[config.mk]
export PLATFORM = sky130hd
export DESIGN_NAME = pe_brick_sequencer
export DESIGN_NICKNAME = d
export VERILOG_FILES = /design/src/rtl/pe_brick_sequencer.sv
export SDC_FILE = /design/constraint.sdc
export NUM_CORES = 1
export LEC_CHECK = 0
export ABC_CLOCK_PERIOD_IN_PS = 2910
export CAP_MARGIN = 10
export CORE_UTILIZATION = 35
export DETAILED_ROUTE_END_ITERATION = 10
export GPL_ROUTABILITY_DRIVEN = 0
export PLACE_DENSITY = 0.56
export RECOVER_POWER = 100
export REMOVE_ABC_BUFFERS = 1
export SYNTH_ARGS = -nofsm -noshare
export SYNTH_HDL_FRONTEND = slang
export SYNTH_SLANG_ARGS = --single-unit
[constraint.sdc]
create_clock -name i_clk -period 2.91 [get_ports i_clk]
set_input_delay 0.582 -clock i_clk [delete_from_list [all_inputs] [get_ports i_clk]]
set_output_delay 0.582 -clock i_clk [all_outputs]
set_load 0.005 [all_outputs]
[src/rtl/pe_brick_sequencer.sv]
// Issue-side driver for a 16-brick bit-fusion PE: splits 2/4-bit operand vectors into
// 2-bit brick beats, drives the PE and accumulates its registered products into one dot product.
module pe_brick_sequencer #(
    parameter int unsigned ACC_W = 20
) (
    input  logic                    i_clk,
    input  logic                    i_rst,
    input  logic                    i_valid,
    output logic                    o_ready,
    input  logic                    i_mode,
    input  logic [63:0]             i_act,
    input  logic [63:0]             i_wgt,
    input  logic                    i_a_signed,
    input  logic                    i_w_signed,
    output logic [31:0]             o_pe_activation,
    output logic [31:0]             o_pe_weight,
    output logic                    o_pe_A_signed,
    output logic                    o_pe_W_signed,
    output logic [3:0]              o_pe_shift_amount,
    input  logic signed [18:0]      i_pe_prod,
    output logic                    o_valid,
    input  logic                    i_ready,
    output logic signed [ACC_W-1:0] o_sum
);

    localparam int unsigned VEC_W   = 64;
    localparam int unsigned BRK_W   = 32;
    localparam int unsigned SH_W    = 4;
    localparam int unsigned CNT_W   = 3;
    localparam int unsigned N_BRICK = 16;

    typedef enum logic [1:0] {
        S_IDLE  = 2'd0,
        S_ISSUE = 2'd1,
        S_DRAIN = 2'd2,
        S_DONE  = 2'd3
    } state_t;

    state_t state_q, state_d;

    logic [CNT_W-1:0]        beat_q, beat_d;
    logic [VEC_W-1:0]        act_q, wgt_q;
    logic                    mode_q, a_signed_q, w_signed_q;
    logic                    drv_vld_q, prod_vld_q;
    logic signed [ACC_W-1:0] acc_q;
    logic                    ready_q, valid_q;
    logic [BRK_W-1:0]        pe_act_q, pe_wgt_q;
    logic                    pe_as_q, pe_ws_q;
    logic [SH_W-1:0]         pe_shift_q;

    logic                    accept, issue;
    logic [CNT_W-1:0]        beats_total;

    // State register
    always_ff @(posedge i_clk) begin
        if (i_rst) begin
            state_q <= S_IDLE;
            beat_q  <= '0;
        end else begin
            state_q <= state_d;
            beat_q  <= beat_d;
        end
    end

    assign beats_total = mode_q ? CNT_W'(4) : CNT_W'(1);

    // Next-state: beat 0 is loaded on the accept edge, remaining beats from ISSUE
    always_comb begin
        state_d = state_q;
        beat_d  = beat_q;
        accept  = 1'b0;
        issue   = 1'b0;
        case (state_q)
            S_IDLE: begin
                if (i_valid) begin
                    accept  = 1'b1;
                    issue   = 1'b1;
                    beat_d  = CNT_W'(1);
                    state_d = S_ISSUE;
                end
            end
            S_ISSUE: begin
                if (beat_q < beats_total) begin
                    issue  = 1'b1;
                    beat_d = beat_q + CNT_W'(1);
                end else begin
                    beat_d  = '0;
                    state_d = S_DRAIN;
                end
            end
            S_DRAIN: state_d = S_DONE;
            S_DONE: begin
                if (valid_q && i_ready) begin
                    state_d = S_IDLE;
                end
            end
            default: state_d = S_IDLE;
        endcase
    end

    logic [VEC_W-1:0] src_act, src_wgt;
    logic             src_mode, src_as, src_ws;
    logic [1:0]       beat_idx;
    logic [BRK_W-1:0] brk_act, brk_wgt;
    logic             brk_as, brk_ws;
    logic [SH_W-1:0]  brk_shift;
    logic [3:0]       a4, w4;

    // Beat builder: bit 0 of the beat index picks the activation half, bit 1 the weight half
    always_comb begin
        src_act   = accept ? i_act : act_q;
        src_wgt   = accept ? i_wgt : wgt_q;
        src_mode  = accept ? i_mode : mode_q;
        src_as    = accept ? i_a_signed : a_signed_q;
        src_ws    = accept ? i_w_signed : w_signed_q;
        beat_idx  = accept ? 2'd0 : beat_q[1:0];
        brk_act   = '0;
        brk_wgt   = '0;
        a4        = '0;
        w4        = '0;
        for (int k = 0; k < N_BRICK; k++) begin
            if (src_mode) begin
                a4 = src_act[4*k +: 4];
                w4 = src_wgt[4*k +: 4];
                brk_act[2*k +: 2] = beat_idx[0] ? a4[3:2] : a4[1:0];
                brk_wgt[2*k +: 2] = beat_idx[1] ? w4[3:2] : w4[1:0];
            end else begin
                brk_act[2*k +: 2] = src_act[2*k +: 2];
                brk_wgt[2*k +: 2] = src_wgt[2*k +: 2];
            end
        end
        if (src_mode) begin
            brk_as    = beat_idx[0] & src_as;
            brk_ws    = beat_idx[1] & src_ws;
            brk_shift = SH_W'({beat_idx[0] & beat_idx[1], beat_idx[0] ^ beat_idx[1], 1'b0});
        end else begin
            brk_as    = src_as;
            brk_ws    = src_ws;
            brk_shift = '0;
        end
    end

    // Request capture, PE drive, product pipeline tracking and accumulation
    always_ff @(posedge i_clk) begin
        if (i_rst) begin
            act_q      <= '0;
            wgt_q      <= '0;
            mode_q     <= 1'b0;
            a_signed_q <= 1'b0;
            w_signed_q <= 1'b0;
            drv_vld_q  <= 1'b0;
            prod_vld_q <= 1'b0;
            acc_q      <= '0;
            ready_q    <= 1'b1;
            valid_q    <= 1'b0;
            pe_act_q   <= '0;
            pe_wgt_q   <= '0;
            pe_as_q    <= 1'b0;
            pe_ws_q    <= 1'b0;
            pe_shift_q <= '0;
        end else begin
            ready_q    <= (state_d == S_IDLE);
            valid_q    <= (state_d == S_DONE);
            drv_vld_q  <= issue;
            prod_vld_q <= drv_vld_q;
            if (accept) begin
                act_q      <= i_act;
                wgt_q      <= i_wgt;
                mode_q     <= i_mode;
                a_signed_q <= i_a_signed;
                w_signed_q <= i_w_signed;
            end
            if (issue) begin
                pe_act_q   <= brk_act;
                pe_wgt_q   <= brk_wgt;
                pe_as_q    <= brk_as;
                pe_ws_q    <= brk_ws;
                pe_shift_q <= brk_shift;
            end else begin
                pe_act_q   <= '0;
                pe_wgt_q   <= '0;
                pe_as_q    <= 1'b0;
                pe_ws_q    <= 1'b0;
                pe_shift_q <= '0;
            end
            if (accept) begin
                acc_q <= '0;
            end else if (prod_vld_q) begin
                acc_q <= acc_q + ACC_W'(i_pe_prod);
            end
        end
    end

    assign o_ready           = ready_q;
    assign o_valid           = valid_q;
    assign o_sum             = acc_q;
    assign o_pe_activation   = pe_act_q;
    assign o_pe_weight       = pe_wgt_q;
    assign o_pe_A_signed     = pe_as_q;
    assign o_pe_W_signed     = pe_ws_q;
    assign o_pe_shift_amount = pe_shift_q;

endmodule

==> results of run 1 <==
## state kept, by name (all words and copies together) (netlist names)
name,count
o_pe_activation,32
o_pe_W_signed,1
o_sum,20
mode_q,1
act_q,64
beat_q,3
drv_vld_q,1
o_pe_shift_amount,2
wgt_q,64
o_pe_A_signed,1
prod_vld_q,1
state_q,2
a_signed_q,1
o_valid,1
w_signed_q,1
o_ready,1
o_pe_weight,32
## final cells by class
cell class / instances / area (µm²)
Fill cell: 2738 / 14200
Sequential cell: 228 / 4570
Clock buffer: 36 / 749
Timing Repair Buffer: 290 / 2790
Antenna cell: 3 / 7.51
Tap cell: 378 / 473
Multi-Input combinational cell: 827 / 5050
Clock inverter: 10 / 104
Inverter: 5 / 18.8
## critical path, stage by stage
cell and delay, ps:
dlygate4sd3_1 550, nand2b_1 120, nor2_4 330, nor2_1 140, a21oi_4 170, clkbuf_4 590, a211oi_1 110, a211oi_1 320
## routing by layer
layer / vias to the layer above / part of all wire / wire length, µm / global-route usage
met3: 52 / 0.081 / 2250 / 0.0569
met4: 4 / 0.024 / 677 / 0.0516
met2: 226 / 0.45 / 12600 / 0.304
met1: 4062 / 0.44 / 12300 / 0.239
li1: 4458 / - / - / -
met5: - / 0.00097 / 27 / 0
## through the flow
| stage | worst slack [ps] | power, mW | cells | util | instance area [µm²] |
|---|---|---|---|---|---|
| CTS | 528 | 8.90 | 1774 | 0.496 | 13900 |
| floorplan | -15300 | 4.82 | 1060 | - | 9620 |
| detailed placement | -25.5 | 5.61 | 1728 | 0.465 | 13000 |
| global route | 175 | 9.15 | 1774 | 0.492 | 13800 |
| finish | 342 | 8.69 | 1777 | 0.493 | 13800 |
| global placement | 8.29 | 5.60 | 1728 | 0.465 | 13000 |
## Yosys cell counts, types with 2 or more instances
cell type / instances
o21ai_0: 50
a211oi_1: 82
nand2_1: 175
a21oi_2: 2
buf_4: 5
nand3b_1: 13
nand2b_1: 3
inv_1: 5
xnor2_1: 7
and3_1: 4
buf_2: 22
nor3_1: 3
mux2_2: 9
dfxtp_1: 228
nor2b_1: 4
a21boi_0: 4
nor2_1: 155
a31oi_1: 3
xor2_1: 4
mux2i_1: 121
or3_1: 3
o211ai_1: 3
ha_1: 22
a21oi_1: 108
a21o_1: 11
nand3_1: 9
o21bai_1: 3
and2_1: 2
nand4_1: 3
buf_1: 11
clkbuf_1: 47
o21a_1: 3
## report_power, final
group	switching (mW)	internal (mW)	leakage, nW
clock	1.28	1.97	0.427
combinational	1.01	0.868	3.23
sequential	0.142	3.43	1.87
total	2.43	6.26	5.52
## final timing paths
path | startpoint | slack [ps] | depth (start not counted) | endpoint
worst max register to register | mode_q$_SDFF_PP0_ | 410 | 7 | o_pe_activation[7]$_SDFF_PP0_
worst min register to register | drv_vld_q$_SDFF_PP0_ | 440 | 1 | prod_vld_q$_SDFF_PP0_
worst min-delay path | drv_vld_q$_SDFF_PP0_ | 440 | 1 | prod_vld_q$_SDFF_PP0_
worst max-delay path | i_valid | 340 | 8 | o_pe_activation[7]$_SDFF_PP0_
## cells by family after synthesis
logic type,synth area share
other,0.000375
buffers and inverters,0.0396
XOR/XNOR,0.00964
flip-flops,0.457
AND/OR/NAND/NOR,0.161
AO/OA/AOI/OAI,0.172
adder cells (fa/ha/maj),0.0296
multiplexers,0.131
==> results.md, run 1 <==
* Status: complete, but fails checks
* Failing checks: capacitance limit, slew limit
* Port bufs at ~240
* Setup-failing EPs final at 0
* Worst-margin pin slew at between 2000 and 2500 ps
* Path category of the worst min-delay check: reg2reg
* Tcrit/Tclk final at 0.882
* Cell Rows at between 60 and 70
* First DRT Iteration DRCs at about 430
* Initial antenna violation count at 8
* Warnings, synthesis at 0
* Unrepaired setup endpoints after global routing: no
* Htree depth at 1
* Nets at approximately 1.6k
* Largest net degree at the start of global routing at approximately 110
* Cell Area, Synth at between 0.009 and 0.01 mm²
* DRC at 0
* Crit path required time at 3310 ps
* Count of different cell masters after synthesis at between 50 and 60
* Detailed placement HPWL at ~19 mm
* Nature of the critical path endpoint: flop
* Total global-route track usage at 0.187
* Root buffer cell: clkbuf_16
* Die height at 171 µm
* Routed wire per std cell at between 15 and 20 µm
* Worst Path Max Fanout at 60
* Vias in the first global route at between 8k and 9k
* Mapped Avg Cell Area at between 8 and 9 µm²
* Layout cells sized above 1 at 0.0752
* First-pass DRT Iterations at 5
* Max Cap Viol at 1
* Static Leak at about 5.5 nW
* CTS sink count at 228
* Cell taking the most area after synthesis: dfxtp_1
* Most common cell after layout, fill and taps aside: dfxtp_1
* Final hold violation count at 0
* # IOs at 246
* Final wirelength at roughly 28 mm
* Startpoint types: input pin
* Syn-to-layout area delta at 37.7%
* Core area at approximately 0.028 mm²
* Total clock buffers created by CTS at 26
* Final slew viol count at 112
* Syn Inst Count at ~1.1k
* Post-synth EDFFs at 0
* Achievable frequency at 389 MHz
* Worst Path Arrival at between 2000 and 3000 ps
* Ys async rst share at 0
* Clock latency on the worst-skew pair at about 530 ps
* PD cells at between 600 and 700 mW/mm²
* Number of routed nets with antenna violations at 0
* Post-DR vias/cell at between 4 and 5
* FF+latch count, synth at between 200 and 250
* CTS tree: done
* Seq/Total Area, Yosys at 0.457
* First-pass GRT wire length at roughly 44 mm
* Post-synth top area share at 0.457
* Post-CTS resize count at 0
* Top_reg_cell synth: dfxtp_1
* Synth top area cells: dfxtp_1, mux2i_1, nand2_1
* Via count at 8,802
* Postcts setup bufs at 0
* CTS Hold Bufs at 0
* Setup TNS at 0 ps
* Clock buffer depth at 3
* Most frequent cells in the layout: dfxtp_1, nand2_1, nor2_1
* Final worst clock skew at approximately 16 ps
* Maximum vdd drop at ~440 µV
* Starting Density at 0.358
* Worst-path clk slew at 60 ps
* Die width at ~170 µm
* Die area at around 0.029 mm²
* Hold Slack at roughly 440 ps
* Slew margin rel. at -0.465
* Crit path kind: in2reg
* Grt ovf at 0
* Post-layout min period at approximately 2600 ps
Note: power is estimated with default switching activity, not from simulation.
==> run 2, diff against run 1 <==
- ABC_AREA: unset -> 1
- CAP_MARGIN: 10 -> 5
==> run 2 against run 1 <==
Against the previous run:
- the flow now finishes without violations
- combinational power is 30% higher
- critical path depth is 1 higher
- clock skew is 9.0 ps lower
- utilization is 0.48 points lower
- area after synthesis is 0.49% lower
- cell area is 1.2% lower
- via count is 2.0% higher
- sequential share of layout area is 0.41 points higher
- largest power group unchanged
==> results.md, run 2 <==
* Initial antenna violation count at 5 (was 8)
* Post-layout min period at 2350 ps (was 2570 ps)
* Syn-to-layout area delta at 36.7% (was 37.7%)
* CP dominant cell by count: nand2_1 (was a211oi_1)
* Starting Density at 0.357 (was 0.358)
* Die width at 171 µm (about the same)
* Post-synth EDFFs at 0 (unchanged)
* Achievable frequency at 426 MHz (was 389 MHz)
* RR Startpoint: state_q[1]$_SDFF_PP0_ (was mode_q$_SDFF_PP0_)
* Post-DR vias/cell at 4.58 (was 4.95)
* Cell Rows at 61 (unchanged)
* Final hold violation count at 0 (unchanged)
* Most frequent cells in the layout: nand2_1, nor2_1, dfxtp_1 (was dfxtp_1, nand2_1, nor2_1)
* R2r endpoint: o_pe_W_signed$_SDFF_PP0_ (was o_pe_activation[7]$_SDFF_PP0_)
* Vias in the first global route at 8,526 (was 8,551)
* Crit path required time at 3360 ps (was 3310 ps)
* Setup TNS at 0 ps (unchanged)
* # IOs at 246 (unchanged)
* Total global-route track usage at 0.196 (was 0.187)
* Nature of the critical path endpoint: flop (unchanged)
* Final wirelength at 28.9 mm (was 27.9 mm)
* DRC at 0 (unchanged)
* CTS tree: done (unchanged)
* Number of routed nets with antenna violations at 0 (unchanged)
* Worst Path Arrival at 2800 ps (was 2970 ps)
* R2R cell count at 8 (was 7)
* First DRT Iteration DRCs at 427 (was 434)
* Worst-path clk slew at 60 ps (about the same)
* Top-count cell post-synth: nand2_1 (was dfxtp_1)
* Unrepaired setup endpoints after global routing: no (unchanged)
* Detailed placement HPWL at 19.7 mm (was 18.9 mm)
* Most common cell after layout, fill and taps aside: nand2_1 (was dfxtp_1)
* Total clock buffers created by CTS at 26 (unchanged)
* CP Buf/Inv Count at 3 (was 2)
* Slowest-stage cell, CP: clkdlybuf4s50_1 (was clkbuf_4)
* Maximum vdd drop at 451 µV (was 442 µV)
* Max Cap Viol at 0 (was 1)
* Path category of the worst min-delay check: reg2reg (unchanged)
* Warnings, synthesis at 0 (unchanged)
* Final instance area at 0.0136 mm² (was 0.0138 mm²)
* Grt ovf at 0 (unchanged)
* Hold Crit Start: drv_vld_q$_SDFF_PP0_ (unchanged)
* Die area at 0.0291 mm² (was 0.0292 mm²)
* Hold path depth at 2 (was 1)
* Top_reg_cell synth: dfxtp_1 (unchanged)
* Setup-failing EPs final at 0 (unchanged)
* Critical-path cell list: clkdlybuf4s50_1 -> nand2_1 -> nand2_1 -> o21ai_4 -> buf_4 -> nor2_1 -> buf_4 -> nand2_1 -> a31oi_1 (was dlygate4sd3_1 -> nand2b_1 -> nor2_4 -> nor2_1 -> a21oi_4 -> clkbuf_4 -> a211oi_1 -> a211oi_1)
* Count of different cell masters after synthesis at 41 (was 53)
* First-pass DRT Iterations at 5 (unchanged)
* Worst path max stage delay at 470 ps (was 590 ps)
* Port bufs at 243 (unchanged)
* Seq/Total Area, Yosys at 0.459 (was 0.457)
* Cell Area, Synth at 0.00994 mm² (was 0.00999 mm²)
* FF+latch count, synth at 228 (unchanged)
* Tcrit/Tclk final at 0.806 (was 0.882)
* Top cells by count, synth: nand2_1, nor2_1, dfxtp_1 (was dfxtp_1, nand2_1, nor2_1)
* Root buffer cell: clkbuf_16 (unchanged)
* Status: completed (was complete, but fails checks)
* Slack of the worst reg-to-reg path at 630 ps (was 410 ps)
* CTS Hold Bufs at 0 (unchanged)
* Die height at 171 µm (about the same)
* Worst-margin pin slew at 1150 ps (was 2200 ps)
* Mapped Avg Cell Area at 7.41 µm² (was 8.73 µm²)
* Largest net degree at the start of global routing at 97 (was 112)
* Post-CTS resize count at 0 (unchanged)
* Static Leak at 6.41 nW (was 5.52 nW)
* Largest registers: act_q (64), wgt_q (64) (unchanged)
* Crit path kind: in2reg (unchanged)
* Routed wire per std cell at 14.7 µm (was 15.7 µm)
* Cell taking the most area after synthesis: dfxtp_1 (unchanged)
* Htree depth at 1 (unchanged)
* Layout cells sized above 1 at 0.0658 (was 0.0752)
* Postcts setup bufs at 0 (unchanged)
* CP delay by family, top: buffers and inverters (unchanged)
* Final slew viol count at 0 (was 112)
* Post-synth top area share at 0.459 (was 0.457)
* Clock buffer depth at 3 (unchanged)
* Ys async rst share at 0 (unchanged)
* Startpoint types: input pin (unchanged)
* Clock latency on the worst-skew pair at 520 ps (was 530 ps)
* Hold Crit Endpoint: prod_vld_q$_SDFF_PP0_ (unchanged)
* Via count at 8,982 (was 8,802)
* PD cells at 692 mW/mm² (was 632 mW/mm²)
* DP Area at 0.0127 mm² (was 0.0130 mm²)
* Syn Inst Count at 1,342 (was 1,145)
* Nets at 1,740 (was 1,555)
* CTS sink count at 228 (unchanged)
* Core area at 0.0279 mm² (about the same)
* Synth top area cells: dfxtp_1, nand2_1, nor2_1 (was dfxtp_1, mux2i_1, nand2_1)
* First-pass GRT wire length at 45.1 mm (was 44.0 mm)
* Slew margin rel. at 0.231 (was -0.465)
* Final worst clock skew at 7.32 ps (was 16.3 ps)
* Worst Path Max Fanout at 30 (was 60)
[run 2: cell type report]
class                   instances  area [µm²]
inverters                     136         512
multi-input cells             907        4540
fillers                      2804       14300
flip-flops and latches        228        4560
clock buffers                  36         769
diodes                          3        7.51
clock inverters                 9         100
repair buffers                264        2630
well taps                     378         473
[run 2: how the worst max path moves through the flow]
stage | startpoint | to | slack, ps | cells after the start
after detailed placement | i_valid | o_pe_weight[3]$_SDFF_PP0_ | 340 | 9
after global routing | i_valid | o_pe_W_signed$_SDFF_PP0_ | 380 | 8
after floorplan | i_valid | o_pe_weight[16]$_SDFF_PP0_ | -520 | 5
final | i_valid | o_pe_weight[3]$_SDFF_PP0_ | 560 | 9
after global placement | i_pe_prod[0] | o_sum[8]$_SDFFE_PP0P_ | 370 | 10
after CTS | o_sum[1]$_SDFFE_PP0P_ | o_sum[1] | 840 | 1
[run 2: cell families (layout without fill, tap and decap cells)]
logic type,Yosys count,in the layout,share of synthesized area
compound gates,253,253,0.143
mux,35,35,0.0352
fa+ha+maj,23,23,0.0297
flops,228,228,0.459
xor+xnor,11,11,0.00969
buf+inv,208,445,0.0851
other cells,1,5,0.000377
simple gates,583,583,0.238
[run 2: layer usage]
metal,up-vias,wire length (µm),GRT usage
li1,4690,-,-
met1,4043,13100,0.250
met2,218,13000,0.323
met3,29,2230,0.0578
met4,2,512,0.0447
met5,-,11,0
[run 2: worst reg2reg max path: stages (launching register included)]
cell and delay [ps]:
dfxtp_1 380, nor2_2 50, nand2_1 480, nand2_1 200, o21ai_4 120, buf_4 320, nor2_1 70, buf_4 260
nor4_1 280
[run 2: metrics by stage]
stage                     total power [mW]  utilization  hold WS [ps]  setup slack (ps)  instances
after floorplan                       5.15            -           388              -519       1271
after global placement                6.26        0.457           393               373       1913
after detailed placement              6.27        0.457           393               338       1913
after CTS                             9.60        0.489           402               837       1958
after global routing                  9.99        0.488           421               380       1959
final                                 9.40        0.488           403               563       1961
[run 2: power breakdown]
group | switching (mW) | internal (mW) | total, mW
registers | 0.156 | 3.53 | 3.69
logic | 1.36 | 1.07 | 2.43
clock network | 1.28 | 2.01 | 3.28
